File: src/rtl/cond_logic_unit_pkg.sv
// Shared CPU package: condition-code encodings, flag bit positions and
// flag-write request encodings used by the conditional-execution logic.
package cond_logic_unit_pkg;

    typedef enum logic [3:0] {
        EQ = 4'h0,
        NE = 4'h1,
        CS = 4'h2,
        CC = 4'h3,
        MI = 4'h4,
        PL = 4'h5,
        VS = 4'h6,
        VC = 4'h7,
        HI = 4'h8,
        LS = 4'h9,
        GE = 4'hA,
        LT = 4'hB,
        GT = 4'hC,
        LE = 4'hD,
        AL = 4'hE,
        NV = 4'hF
    } cond_e;

    localparam int unsigned FLAG_N = 3;
    localparam int unsigned FLAG_Z = 2;
    localparam int unsigned FLAG_C = 1;
    localparam int unsigned FLAG_V = 0;

    localparam logic [1:0] FLAGW_NONE = 2'b00;
    localparam logic [1:0] FLAGW_CV   = 2'b01;
    localparam logic [1:0] FLAGW_NZ   = 2'b10;
    localparam logic [1:0] FLAGW_ALL  = 2'b11;

    localparam int unsigned FLAGW_CV_BIT = 0;
    localparam int unsigned FLAGW_NZ_BIT = 1;

    function automatic logic [15:0] sat_inc16(input logic [15:0] value);
        return (&value) ? value : value + 16'd1;
    endfunction

endpackage

File: src/rtl/cond_logic_unit_cond_check.sv
// Purely combinational condition evaluator: maps an instruction's condition
// field and the architectural {N,Z,C,V} flags to a single execute decision.
module cond_check
    import cond_logic_unit_pkg::*;
(
    input  logic [3:0] Cond,
    input  logic [3:0] Flags,
    output logic       CondEx
);

    logic n;
    logic z;
    logic c;
    logic v;

    assign n = Flags[FLAG_N];
    assign z = Flags[FLAG_Z];
    assign c = Flags[FLAG_C];
    assign v = Flags[FLAG_V];

    always_comb begin
        CondEx = 1'b0;
        case (cond_e'(Cond))
            EQ:      CondEx = z;
            NE:      CondEx = ~z;
            CS:      CondEx = c;
            CC:      CondEx = ~c;
            MI:      CondEx = n;
            PL:      CondEx = ~n;
            VS:      CondEx = v;
            VC:      CondEx = ~v;
            HI:      CondEx = c & ~z;
            LS:      CondEx = ~c | z;
            GE:      CondEx = (n == v);
            LT:      CondEx = (n != v);
            GT:      CondEx = ~z & (n == v);
            LE:      CondEx = z | (n != v);
            AL:      CondEx = 1'b1;
            // NV is reserved and never executes
            default: CondEx = 1'b0;
        endcase
    end

endmodule

File: src/rtl/cond_logic_unit.sv
// Conditional-execution unit: holds the {N,Z,C,V} flags and gates the
// decoder's write requests. Optional skip counter under COND_SKIP_STATS_EN.
module cond_logic_unit
    import cond_logic_unit_pkg::*;
(
    input  logic        clk,
    input  logic        reset,
    input  logic        En,
    input  logic [3:0]  Cond,
    input  logic [3:0]  ALUFlags,
    input  logic [1:0]  FlagW,
    input  logic        PCS,
    input  logic        RegW,
    input  logic        MemW,
    output logic        PCSrc,
    output logic        RegWrite,
    output logic        MemWrite,
    output logic        CondEx,
`ifdef COND_SKIP_STATS_EN
    output logic [15:0] SkipCount,
`endif
    output logic [3:0]  Flags
);

    logic [1:0] flag_half_reg [2];
    logic [1:0] flag_we;
    logic       exec_en;

    // Evaluated against registered flags only, so a write lands next cycle.
    cond_check u_cond_check (
        .Cond   (Cond),
        .Flags  (Flags),
        .CondEx (CondEx)
    );

    assign exec_en  = En & CondEx;
    assign PCSrc    = PCS  & exec_en;
    assign RegWrite = RegW & exec_en;
    assign MemWrite = MemW & exec_en;

    // Half 0 holds {C,V}, half 1 holds {N,Z}; FlagW bit gi selects half gi.
    generate
        for (genvar gi = 0; gi < 2; gi++) begin : g_flag_half
            assign flag_we[gi] = exec_en & FlagW[gi];

            always_ff @(posedge clk or posedge reset) begin
                if (reset) begin
                    flag_half_reg[gi] <= 2'b00;
                end else if (flag_we[gi]) begin
                    flag_half_reg[gi] <= ALUFlags[2*gi +: 2];
                end
            end
        end
    endgenerate

    assign Flags = {flag_half_reg[1], flag_half_reg[0]};

`ifdef COND_SKIP_STATS_EN
    logic [15:0] skip_cnt_reg;

    always_ff @(posedge clk or posedge reset) begin
        if (reset) begin
            skip_cnt_reg <= 16'd0;
        end else if (En & ~CondEx) begin
            skip_cnt_reg <= sat_inc16(skip_cnt_reg);
        end
    end

    assign SkipCount = skip_cnt_reg;
`endif

endmodule
File: config.mk
export PLATFORM = sky130hd
export DESIGN_NAME = cond_logic_unit
export DESIGN_NICKNAME = d
export VERILOG_FILES = /design/src/rtl/cond_logic_unit_pkg.sv /design/src/rtl/cond_logic_unit_cond_check.sv /design/src/rtl/cond_logic_unit.sv
export SDC_FILE = /design/constraint.sdc
export NUM_CORES = 1
export LEC_CHECK = 0
export CAP_MARGIN = 20
export CORE_AREA = 2 2 39 41
export DETAILED_ROUTE_END_ITERATION = 12
export DIE_AREA = 0 0 41 43
export PLACE_DENSITY = 0.77
export SLEW_MARGIN = 20
export SYNTH_ARGS = -nofsm -noshare
export SYNTH_HDL_FRONTEND = slang
export SYNTH_SLANG_ARGS = --single-unit
File: constraint.sdc
create_clock -name clk -period 1.6 [get_ports clk]
set_clock_uncertainty 0.05 [all_clocks]
set_input_delay 0.32 -clock clk [delete_from_list [all_inputs] [get_ports clk]]
set_output_delay 0.32 -clock clk [all_outputs]
set_load 0.1 [all_outputs]
Yosys cells after proc, flatten, opt, wreduce, memory -nomap -nowiden --
Index checks and enable logic that the tools add are counted.
Operators by class: mux-type cells 1, equal/unequal tests 16, bitwise logic cells 14, reductions and logical operators 1
Operators by type and width (number):
- == test 4 bit, second input constant | 7
- == test 4 x 3 -> 1 bit, second input constant | 4
- one-hot mux 1 bit (15 select lines) | 1
- bitwise AND 1 bit | 8
- == test 4 x 2 -> 1 bit, second input constant | 2
- == test 4 x 1 -> 1 bit, second input constant | 1
- zero test 4 bit | 1
- inverter 1 bit | 4
- bitwise OR 1 bit | 2
- == test 1 bit | 1
- != test 1 bit | 1
Storage, ports and cells: output and inout port bits 8, input bits 16, register bits 4

Longest topological paths before layout --
Gate-level depths: netlist of the first run.
word-level depth 5, mapped depth 6

By module --
Synthesis of the first run repeated with hierarchy kept, for this count alone.
Second synthesis, totals: cells, all modules 42, area, all modules 375.4 um^2
By module, submodules not included:
- cond_check | times used 1, area each 193.9 um^2, cells an instance 28, sequential area each 0.0 um^2
- cond_logic_unit | times used 1, area each 181.4 um^2, cells an instance 14, sequential area each 100.1 um^2

Least setup slack after synthesis of the first run --
No wires, ideal clock.
path kind register -> output, from register flag_half_reg (netlist bit Flags[3]), to output MemWrite, data required time 1.230 ns, slack -2.056 ns, path buffers 0, stages on the path, launching flop included 6, arrival 3.286 ns, path through dfrtp_1 and3b_1 nor3b_1 o32a_1 nand3_1 and3_1
Between the ends: word-level cells in the longest chain between the ends 5
RTL lines:
- start: declaration | RTL line cond_logic_unit.sv:25 | logic [1:0] flag_half_reg [2];
- start signal: indexed assignment | RTL line cond_logic_unit.sv:50 | flag_half_reg[gi] <= ALUFlags[2*gi +: 2];
- != test 1 bit / == test 1 bit (equally long branches)
- bitwise OR 1 bit / bitwise AND 1 bit (equally long branches) | RTL line cond_logic_unit_cond_check.sv:37, cond_logic_unit_cond_check.sv:36
- one-hot mux 1 bit (15 select lines) * | RTL line cond_logic_unit_cond_check.sv:23 | case (cond_e'(Cond))
- net CondEx | RTL line cond_logic_unit.sv:18 | output logic CondEx,
- bitwise AND 1 bit * | RTL line cond_logic_unit.sv:36 | assign exec_en = En & CondEx;
- bitwise AND 1 bit * | RTL line cond_logic_unit.sv:39 | assign MemWrite = MemW & exec_en;
- end: declaration | RTL line cond_logic_unit.sv:17 | output logic MemWrite,
Mark *: on every way through the listed nets, which the timed path passes. The rest lies on a longest branch.

Final worst setup path of the first run --
from register flag_half_reg (netlist bit Flags[3]), to output RegWrite
Between the ends: word-level cells in the longest chain between the ends 5
RTL lines:
- != test 1 bit / == test 1 bit (equally long branches)
- bitwise OR 1 bit / bitwise AND 1 bit (equally long branches) | RTL line cond_logic_unit_cond_check.sv:37, cond_logic_unit_cond_check.sv:36
- one-hot mux 1 bit (15 select lines) * | RTL line cond_logic_unit_cond_check.sv:23
- bitwise AND 1 bit * | RTL line cond_logic_unit.sv:36
- bitwise AND 1 bit * | RTL line cond_logic_unit.sv:38 | assign RegWrite = RegW & exec_en;
- end: declaration | RTL line cond_logic_unit.sv:16 | output logic RegWrite,
Every way passes the cells marked *; elsewhere a longest branch is shown, timed or not.

==> results of run 1 <==
==> cell type report <==
type,count,area [µm²]
timing repair buffer,37,415
fill,101,415
inverter,1,3.75
multi-input combinational,39,392
sequential,4,115
clock buffer,3,22.5
tap,16,20.0
==> final timing paths <==
kind	from	to	slack [ps]	cells after the start
min in group clk	ALUFlags[0]	Flags[0]$_DFFE_PP0P_	650	2
hold / removal	reset	Flags[0]$_DFFE_PP0P_	220	2
setup / recovery	Flags[3]$_DFFE_PP0P_	RegWrite	-590	6
setup reg to reg	Flags[3]$_DFFE_PP0P_	Flags[1]$_DFFE_PP0P_	-370	6
max in group asynchronous	reset	Flags[3]$_DFFE_PP0P_	1100	2
hold reg to reg	Flags[2]$_DFFE_PP0P_	Flags[2]$_DFFE_PP0P_	670	2
==> power breakdown <==
group	leakage [nW]	internal (mW)	switching, mW
combinational	0.345	0.664	0.844
clock	0.0138	0.0838	0.0406
sequential	0.0433	0.188	0.0761
==> per-layer routing <==
metal	wire (µm)	part of all wire, %	global-route usage, %
met3	69	5.2	5.24
met5	0	0	0
met4	45	3.4	13.3
met2	667	50	27.8
met1	548	41	22.3
==> through the flow <==
stage / worst slack [ps] / utilization, % / power, mW / instance area (µm²)
detailed placement: -861 / 60.8 / 1.61 / 841
CTS: -616 / 69.2 / 1.87 / 957
finish: -594 / 70.0 / 1.90 / 968
floorplan: -767 / - / 1.06 / 448
global placement: -806 / 60.8 / 1.60 / 841
global route: -687 / 70.0 / 1.98 / 968
==> kinds of logic (layout without fill, tap and decap cells) <==
kind of cell	after synthesis	count (layout)	share of synthesized area [%]
XOR/XNOR	3	3	6.67
AND/OR/NAND/NOR	22	22	35.6
multiplexers	4	4	11.4
AO/OA/AOI/OAI	10	10	18.7
buffers and inverters	2	41	2.22
flip-flops	4	4	25.4
==> cell usage in the layout, fill, tap and decap left out, types with 2 or more instances in the layout <==
cell / instances
clkdlybuf4s50_1: 11
buf_4: 13
dfrtp_4: 4
a31oi_4: 2
buf_12: 8
dlygate4sd2_1: 3
mux2_4: 4
nand2b_1: 3
clkbuf_4: 3
nand2_1: 3
nor2_1: 2
xor2_1: 3
nor3b_1: 3
nand3b_1: 2
and3_4: 3
==> what timing repair did <==
item,CTS,global route
pin swaps,3,4
resized for setup,15,4
setup buffers,5,0
setup endpoints to repair,8,8
==> flow_summary_export.csv, run 1 <==
group,metric,value,unit
status,status,"finished, violations left",
status,violations,"setup timing",
synth,netlist_top_cells_count,"dfrtp_1, mux2_1, nor3b_1",
global_route,grt_pass1_vias,505,
detailed_routing,num_vias,497,
floorplan,die_y,43,µm
synth,ys_warn_count,0,
detailed_routing,viasPerCell,4.97,
floorplan,fp-row-count,14,
global_route,grt.overflow.total,0,
layout,antenna_cells,0,
place,dp_hpwl,964,µm
clocking,cts-hold-fix-buffers,0,
synth,synth_top_area_share,25.4,%
detailed_routing,routed_wl,1330,µm
floorplan,die_area,1760,µm²
layout,nets,102,
synth,synth-main-ff-cell,"dfrtp_1",
worst_setup_path,start_kind,"register",
flow_run,max-cap-violations,0,
detailed_routing,ant_nets,0,
clocking,ctsLongestPathBuffers,2,
detailed_routing,dr.pass1.iters,4,
sta,setup_violations,8,
layout,synthToLayoutAreaGrowth,146,%
worst_setup_path,critPathKind,"reg -> out",
sta,max_freq,456,MHz
clocking,cts_root_buf,"clkbuf_4",
global_route,grt_max_degree,11,
place,portBuffers,23,
clocking,cts_htree_levels,1,
synth,synth_fp_nets,61,
worst_setup_path,cp_max_fo,5,
synth,syn_area_per_cell,8.76,µm²
sta,tightestPinTransition,328,ps
detailed_routing,drt_iter0_drc,6,
worst_setup_path,crit_path_end_kind,"output pin",
synth,netlist_area,394,µm²
global_route,grt_pass1_wl,2190,µm
sta,maxSlewViolCount,0,
sta,post-route-min-period,2190,ps
worst_setup_path,path_buf_inv,1,
worst_setup_path,cp_cell_sequence,"and3b_2, o32ai_2, o32a_2, nand3_4, and3_4, buf_12",
synth,synth_area_leader_cell,"dfrtp_1",
worst_setup_path,cp_top_family,"flip-flops",
detailed_routing,post-route-drc-count,0,
layout,layout.cells.non_filler,100,
floorplan,coreArea,1380,µm²
synth,synth_edf_count,0,
clocking,clock-sinks,4,
worst_setup_path,slowest_delay,500,ps
worst_setup_path,crit_arrival,1820,ps
worst_setup_path,slowest_stage,"dfrtp_4",
global_route,antenna_found_initial,0,
sta,finalHoldViolations,0,
synth,synth_cells,45,
global_route,grtUsageTotal,18.9,%
detailed_routing,wl_per_cell,13.3,µm
sta,rsz0062_at_grt,"true",
clocking,cts_tree,"done",
place,place.gp.congestion,0.722,
clocking,clk_latency,240,ps
layout,largest_register_ffs,4,
sta,fin_crit_sh,137,%
floorplan,start_util,28.5,%
pwr,powerDensity,1960,nW/µm²
synth,yosysSeqAreaShare,25.4,%
hold_path,min_path_type,"in -> async",
pwr,power.leakage,0.402,nW
floorplan,io_pins,24,
pwr,peakVddDrop,0.00163,V
synth,synth-async-reset-ratio,100,%
synth,yosysUniqueCellTypes,25,
sta,worst_hold_slack,218,ps
sta,final.setup.tns,-3800,ps
place,place_inst,92,
clocking,cts_buffers,3,
synth,ys_ff_latch,4,
floorplan,die_w,41,µm
synth,synthTopCellsByArea,"dfrtp_1, mux2_1, nor3b_1",
layout,drive_gt1_share,56.0,%
clocking,clk_pin_slew,40,ps
sta,relSlewSlack,78.1,%
sta,fin_ws,-594,ps
worst_setup_path,cp.required,1230,ps
No activity file was read; power rests on OpenSTA's default activity.
==> run 2, diff against run 1 <==
SKIP_LAST_GASP = 1   (was unset)
SLEW_MARGIN = 5   (was 20)
==> results of run 2 <==
Same layout as run 1: the final DEF is identical, and so are final timing and power.
==> run 3, diff against run 2 <==
CAP_MARGIN = unset   (was 20)
==> results of run 3 <==
Same layout as run 1: the final DEF is identical, and so are final timing and power.
